$ cat src/rtl/prog_loader.sv
// prog_loader: serial program loader for the simple computer.
//
// Receives a framed 8N1 byte stream on RXD and turns each payload byte into
// one write on the external memory-edit port. While a download is in flight
// (and after any failed download) HOLD is asserted so the CPU stays in reset.
//
// Frame: 0xA5, ADDR, LEN, DATA x N, [CSUM]. N = LEN, or 256 when LEN = 0.
//
// Optional feature macro: PROG_LOADER_CHECKSUM_EN
//   defined   : a trailing CSUM byte is required; (sum of ADDR, LEN, DATA and
//               CSUM) mod 256 must be 0, otherwise ERR is raised.
//   undefined : no CSUM byte, no sum logic; the frame ends on its last data
//               byte.
//
// Parameters
//   CLKS_PER_BIT : CLK cycles per serial bit (minimum 4).
//
// Ports
//   CLK      in   system clock, rising edge
//   AR       in   synchronous active-low reset
//   RXD      in   serial input, idle high, asynchronous to CLK
//   MEM_ADDR out  address of the current memory write
//   MEM_DATA out  byte of the current memory write
//   MEM_EDIT out  one-cycle write strobe
//   HOLD     out  CPU hold request
//   DONE     out  one-cycle pulse on a successfully completed frame
//   ERR      out  sticky error flag, cleared by reset or the next header

module prog_loader #(
    parameter int CLKS_PER_BIT = 16
) (
    input  logic       CLK,
    input  logic       AR,
    input  logic       RXD,
    output logic [7:0] MEM_ADDR,
    output logic [7:0] MEM_DATA,
    output logic       MEM_EDIT,
    output logic       HOLD,
    output logic       DONE,
    output logic       ERR
);

    localparam int             CW        = (CLKS_PER_BIT > 1) ? $clog2(CLKS_PER_BIT) : 1;
    localparam logic [CW-1:0]  BIT_LAST  = CW'(CLKS_PER_BIT - 1);
    localparam logic [CW-1:0]  HALF_LAST = CW'(CLKS_PER_BIT / 2 - 1);
    localparam logic [7:0]     SYNC_BYTE = 8'hA5;

    // ------------------------------------------------------------------
    // Input synchronizer: rxd_p0/rxd_p1 form the 2-flop synchronizer,
    // rxd_p2 is the previous synchronized value used for edge detection.
    // ------------------------------------------------------------------
    logic rxd_p0;
    logic rxd_p1;
    logic rxd_p2;

    always_ff @(posedge CLK) begin
        if (!AR) begin
            rxd_p0 <= 1'b1;
            rxd_p1 <= 1'b1;
            rxd_p2 <= 1'b1;
        end else begin
            rxd_p0 <= RXD;
            rxd_p1 <= rxd_p0;
            rxd_p2 <= rxd_p1;
        end
    end

    // ------------------------------------------------------------------
    // Byte receiver
    // ------------------------------------------------------------------
    typedef enum logic [1:0] {
        R_IDLE,
        R_START,
        R_DATA,
        R_STOP
    } r_state_t;

    r_state_t      r_state;
    r_state_t      r_next;
    logic [CW-1:0] clk_cnt;
    logic [2:0]    bit_cnt;
    logic [7:0]    shreg;
    logic          tick_half;
    logic          tick_bit;
    logic          byte_valid;
    logic          frame_err;
    logic [7:0]    rx_byte;

    assign tick_half = (clk_cnt == HALF_LAST);
    assign tick_bit  = (clk_cnt == BIT_LAST);

    always_ff @(posedge CLK) begin
        if (!AR) begin
            r_state <= R_IDLE;
        end else begin
            r_state <= r_next;
        end
    end

    always_comb begin
        r_next = r_state;
        case (r_state)
            R_IDLE: begin
                if (rxd_p2 && !rxd_p1) begin
                    r_next = R_START;
                end
            end
            R_START: begin
                // Line back high at mid start bit means a glitch, not a start.
                if (tick_half) begin
                    r_next = rxd_p1 ? R_IDLE : R_DATA;
                end
            end
            R_DATA: begin
                if (tick_bit && (bit_cnt == 3'd7)) begin
                    r_next = R_STOP;
                end
            end
            R_STOP: begin
                if (tick_bit) begin
                    r_next = R_IDLE;
                end
            end
            default: r_next = R_IDLE;
        endcase
    end

    always_comb begin
        byte_valid = 1'b0;
        frame_err  = 1'b0;
        if (r_state == R_STOP && tick_bit) begin
            byte_valid = rxd_p1;
            frame_err  = !rxd_p1;
        end
    end

    assign rx_byte = shreg;

    // Bit timing counter restarts on every state change and every data bit,
    // so each sample point is measured from the previous one.
    always_ff @(posedge CLK) begin
        if (!AR) begin
            clk_cnt <= '0;
            bit_cnt <= 3'd0;
        end else begin
            if (r_state == R_IDLE || r_next != r_state ||
                (r_state == R_DATA && tick_bit)) begin
                clk_cnt <= '0;
            end else begin
                clk_cnt <= clk_cnt + CW'(1);
            end
            if (r_state == R_IDLE) begin
                bit_cnt <= 3'd0;
            end else if (r_state == R_DATA && tick_bit) begin
                bit_cnt <= bit_cnt + 3'd1;
            end
        end
    end

    // LSB arrives first, so shift in from the top.
    always_ff @(posedge CLK) begin
        if (r_state == R_DATA && tick_bit) begin
            shreg <= {rxd_p1, shreg[7:1]};
        end
    end

    // ------------------------------------------------------------------
    // Frame FSM
    // ------------------------------------------------------------------
    typedef enum logic [2:0] {
        F_SYNC,
        F_ADDR,
        F_LEN,
        F_DATA,
        F_CSUM
    } f_state_t;

    f_state_t   f_state;
    f_state_t   f_next;
    logic [7:0] ptr;
    logic [7:0] ptr_n;
    logic [8:0] cnt;
    logic [8:0] cnt_n;
    logic [7:0] addr_n;
    logic [7:0] data_n;
    logic       edit_n;
    logic       done_n;
    logic       hold_n;
    logic       err_n;
`ifdef PROG_LOADER_CHECKSUM_EN
    logic [7:0] sum;
    logic [7:0] sum_n;
    logic [7:0] csum_total;

    assign csum_total = sum + rx_byte;
`endif

    always_ff @(posedge CLK) begin
        if (!AR) begin
            f_state <= F_SYNC;
        end else begin
            f_state <= f_next;
        end
    end

    always_comb begin
        f_next = f_state;
        if (frame_err) begin
            f_next = F_SYNC;
        end else if (byte_valid) begin
            case (f_state)
                F_SYNC: begin
                    if (rx_byte == SYNC_BYTE) begin
                        f_next = F_ADDR;
                    end
                end
                F_ADDR: f_next = F_LEN;
                F_LEN:  f_next = F_DATA;
                F_DATA: begin
                    if (cnt == 9'd1) begin
`ifdef PROG_LOADER_CHECKSUM_EN
                        f_next = F_CSUM;
`else
                        f_next = F_SYNC;
`endif
                    end
                end
                F_CSUM:  f_next = F_SYNC;
                default: f_next = F_SYNC;
            endcase
        end
    end

    always_comb begin
        ptr_n  = ptr;
        cnt_n  = cnt;
        addr_n = MEM_ADDR;
        data_n = MEM_DATA;
        edit_n = 1'b0;
        done_n = 1'b0;
        hold_n = HOLD;
        err_n  = ERR;
`ifdef PROG_LOADER_CHECKSUM_EN
        sum_n  = sum;
`endif
        if (frame_err) begin
            // A broken byte between frames is just line noise.
            if (f_state != F_SYNC) begin
                err_n = 1'b1;
            end
        end else if (byte_valid) begin
            case (f_state)
                F_SYNC: begin
                    if (rx_byte == SYNC_BYTE) begin
                        hold_n = 1'b1;
                        err_n  = 1'b0;
                    end
                end
                F_ADDR: begin
                    ptr_n = rx_byte;
`ifdef PROG_LOADER_CHECKSUM_EN
                    sum_n = rx_byte;
`endif
                end
                F_LEN: begin
                    cnt_n = (rx_byte == 8'd0) ? 9'd256 : {1'b0, rx_byte};
`ifdef PROG_LOADER_CHECKSUM_EN
                    sum_n = sum + rx_byte;
`endif
                end
                F_DATA: begin
                    addr_n = ptr;
                    data_n = rx_byte;
                    edit_n = 1'b1;
                    ptr_n  = ptr + 8'd1;
                    cnt_n  = cnt - 9'd1;
`ifdef PROG_LOADER_CHECKSUM_EN
                    sum_n  = sum + rx_byte;
`else
                    if (cnt == 9'd1) begin
                        done_n = 1'b1;
                        hold_n = 1'b0;
                    end
`endif
                end
`ifdef PROG_LOADER_CHECKSUM_EN
                F_CSUM: begin
                    if (csum_total == 8'd0) begin
                        done_n = 1'b1;
                        hold_n = 1'b0;
                    end else begin
                        err_n = 1'b1;
                    end
                end
`endif
                default: begin
                end
            endcase
        end
    end

    always_ff @(posedge CLK) begin
        if (!AR) begin
            MEM_ADDR <= 8'd0;
            MEM_DATA <= 8'd0;
            MEM_EDIT <= 1'b0;
            HOLD     <= 1'b0;
            DONE     <= 1'b0;
            ERR      <= 1'b0;
        end else begin
            MEM_ADDR <= addr_n;
            MEM_DATA <= data_n;
            MEM_EDIT <= edit_n;
            HOLD     <= hold_n;
            DONE     <= done_n;
            ERR      <= err_n;
        end
    end

    // Pointer, count and sum are always loaded before use within a frame.
    always_ff @(posedge CLK) begin
        ptr <= ptr_n;
        cnt <= cnt_n;
`ifdef PROG_LOADER_CHECKSUM_EN
        sum <= sum_n;
`endif
    end

endmodule

$ cat config.mk
export PLATFORM = sky130hd
export DESIGN_NAME = prog_loader
export DESIGN_NICKNAME = d
export VERILOG_FILES = /design/src/rtl/prog_loader.sv
export SDC_FILE = /design/constraint.sdc
export NUM_CORES = 1
export LEC_CHECK = 0
export CAP_MARGIN = 10
export CORE_UTILIZATION = 55
export DETAILED_ROUTE_END_ITERATION = 16
export HOLD_SLACK_MARGIN = 0.06
export PLACE_DENSITY = 0.77
export SETUP_SLACK_MARGIN = 0.4
export SLEW_MARGIN = 25
export SYNTH_ARGS = -nofsm -noshare
export SYNTH_HDL_FRONTEND = slang
export SYNTH_SLANG_ARGS = --single-unit
$ cat constraint.sdc
create_clock -name CLK -period 5.5 [get_ports CLK]
set_input_delay 0.825 -clock CLK [delete_from_list [all_inputs] [get_ports CLK]]
set_output_delay 0.825 -clock CLK [all_outputs]
set_load 0.05 [all_outputs]
==> flow_metrics.env <==
export IMPL_status="finished clean"
export IMPL_final_hold_violation_count=0
export IMPL_dp_hpwl_microns=3270
export IMPL_routedWlPerCell_microns=14.7
export IMPL_synth_edf_count=25
export IMPL_maxSlewViolCount=0
export IMPL_vias_per_cell=5.68
export IMPL_antenna_cells=0
export IMPL_area_growth_syn_to_layout_pct=16.1
export IMPL_crit_start="f_state[0]$_SDFFE_PP0P_"
export IMPL_ys_ff_latch=59
export IMPL_synthMuxAreaShare_pct=6.92
export IMPL_die_height_microns=71.0
export IMPL_cts_root_buf="clkbuf_8"
export IMPL_antenna_found_initial=0
export IMPL_hp_class="reg2reg"
export IMPL_worstPathArrival_ps=2560
export IMPL_maxCapViolations=0
export IMPL_port_buffers=22
export IMPL_avgSynthCellArea_sq_um=10.8
export IMPL_synthAdderAreaFrac_pct=5.25
export IMPL_syn_nets=257
export IMPL_cp_slowest_cell="nand4_2"
export IMPL_cts_buffer_depth=2
export IMPL_worstPathMaxFanout=32
export IMPL_synthFlopType="dfxtp_1"
export IMPL_mostFrequentLayoutCells="nor2_1, dfxtp_1, edfxtp_1, clkdlybuf4s50_1, a21oi_1"
export IMPL_synthSimpleGateAreaFrac_pct=15.4
export IMPL_grt_pass1_vias=1645
export IMPL_holdCritStartpoint="rxd_p0$_SDFF_PN1_"
export IMPL_dieArea_sq_um=5040
export IMPL_postCtsSetupBuffers=0
export IMPL_worstPathCellList="ha_2, nand4_2, nor2_1, nor4b_1"
export IMPL_post_cts_resize_count=0
export IMPL_grt_max_degree=33
export IMPL_cts_inserted_buffers=9
export IMPL_critPathKind="reg2reg"
export IMPL_async_flop_share_pct=0
export IMPL_max_stage_delay_ps=680
export IMPL_setup_viol=0
export IMPL_synth_area_sq_um=2620
export IMPL_fin_crit_sh_pct=42.2
export IMPL_critPathTopFamily="simple AND/OR/NAND/NOR gates"
export IMPL_synth_xor_area_share_pct=5.01
export IMPL_vias=1829
export IMPL_die_x_microns=71.0
export IMPL_powerDensity_nw_per_um2=268
export IMPL_setup_tns_ps=0
export IMPL_drt_iter0_markers=128
export IMPL_drc=0
export IMPL_drt_first_pass_iters=4
export IMPL_tightest_slew_ps=754
export IMPL_layout_setup_ws_ps=3180
export IMPL_finalNetCount=279
export IMPL_grtUsageTotal_pct=20.7
export IMPL_worst_path_buf_inv=0
export IMPL_grt_first_pass_wirelength_microns=7710
export IMPL_peakVddDrop_uv=235
export IMPL_cp_required_ps=5740
export IMPL_clkSinkCount=59
export IMPL_rsz0062_at_grt="no"
export IMPL_core_sq_um=4470
export IMPL_yosysUniqueCellTypes=40
export IMPL_fmaxAchievable_mhz=431
export IMPL_critPathLaunchType="register"
export IMPL_ys_warn_count=0
export IMPL_syn_inst=243
export IMPL_synth_top_family_by_area="simple AND/OR/NAND/NOR gates"
export IMPL_ys_seq_area_share_pct=54.6
export IMPL_final_util_pct=68.0
export IMPL_rows=24
export IMPL_cts_tree="built"
export IMPL_min_period_ps=2320
export IMPL_r2r_start="f_state[0]$_SDFFE_PP0P_"
export IMPL_finalWirelength_microns=4740
export IMPL_postRouteAntennaNets=0
export IMPL_timing_slew_headroom_pct=49.6
export IMPL_drive_gt1_share_pct=8.89
export IMPL_num_io_pins=23
export IMPL_endpoint_kind="register"
export IMPL_h_tree_depth=3
export IMPL_synth_compound_area_share_pct=9.79
export IMPL_r2r_setup_slack_ps=3180
export IMPL_clkLatencyLatePin_ps=330
export IMPL_power_leakage_uw=0.00119
export IMPL_grt_overflow_total=0
export IMPL_finalClockSkew_ps=4.76
export IMPL_final_common_cell="nor2_1"
export IMPL_routabilityCongestion=0.799
export IMPL_start_util_pct=58.6
export IMPL_cts_clk_slew_worst_paths_ps=70
export IMPL_holdBufCountCts=0
export IMPL_place_ws_ps=2820
-- power by group --
group	switching, uW	internal [uW]
registers	2.08	454
clock network	164	184
logic	6.37	3.49
-- worst reg2reg max path, cell delays in order, from the launching register on --
cell and delay, ps:
dfxtp_1 420, ha_2 590, nand4_2 680, nor2_1 310, nor4b_1 230
-- synthesized netlist by cell type (3+ instances only) --
master	n	area share, %
edfxtp_1	25	29
ha_1	11	5.3
nand2b_1	5	1.2
nor2_1	39	5.6
o21ai_0	5	0.95
dfxtp_1	34	26
nand2_1	5	0.72
xnor2_1	8	2.7
clkbuf_1	7	1.0
nor3_1	3	0.57
inv_1	9	1.3
nand3_1	8	1.5
nor4_1	4	0.95
buf_2	3	0.57
xor2_1	7	2.3
a21oi_1	21	4.0
mux2i_1	17	6.5
-- cell type report --
type                    count  area, sq um
clock buffers              11          151
clock inverters             5         27.5
fillers                   359         1430
inverters                   9         33.8
multi-input cells         164         1110
flip-flops and latches     59         1430
well taps                  52         65.1
repair buffers             22          220
-- worst paths after layout --
path,end,cells past startpoint
hold / removal,rxd_p1$_SDFF_PN1_,1
setup / recovery,DONE$_SDFF_PP0_,4
hold reg to reg,rxd_p1$_SDFF_PN1_,1
setup reg to reg,DONE$_SDFF_PP0_,4
-- metrics by stage --
step,area [sq um],power [uW],cells,hold WS [ps]
2_1_floorplan,2620,473,243,386
3_3_place_gp,2860,476,306,391
3_5_place_dp,2860,476,306,398
4_1_cts,3040,821,322,415
5_1_grt,3040,841,322,425
6_report,3040,815,322,411
-- layer usage --
| metal | GRT usage, % | up-vias | part of all wire (%) |
|---|---|---|---|
| met1 | 29.3 | 874 | 50 |
| met2 | 29.1 | 41 | 44 |
| met3 | 6.98 | 5 | 5.3 |
| met5 | 0 | - | 0 |
| met4 | 8.67 | 0 | 1.1 |
| li1 | - | 909 | - |
-- logic make-up after synthesis --
group / count (synthesis)
xor gates and xnor gates: 15
adders and majority gates: 11
AOI/OAI and AO/OA: 40
and+or+nand+nor: 80
muxes: 18
DFF: 59
buffers and inverters: 20
-- flip-flops by register name, summed over array words and instances (netlist names) --
register and cells:
r_state 2, rxd_p0 1, MEM_ADDR 8, rxd_p2 1, clk_cnt 4, MEM_DATA 8, MEM_EDIT 1, f_state 2
bit_cnt 3, ERR 1, ptr 8, DONE 1, rxd_p1 1, cnt 9, HOLD 1, rx_byte 8
Power figures use the tool's default switching activity.
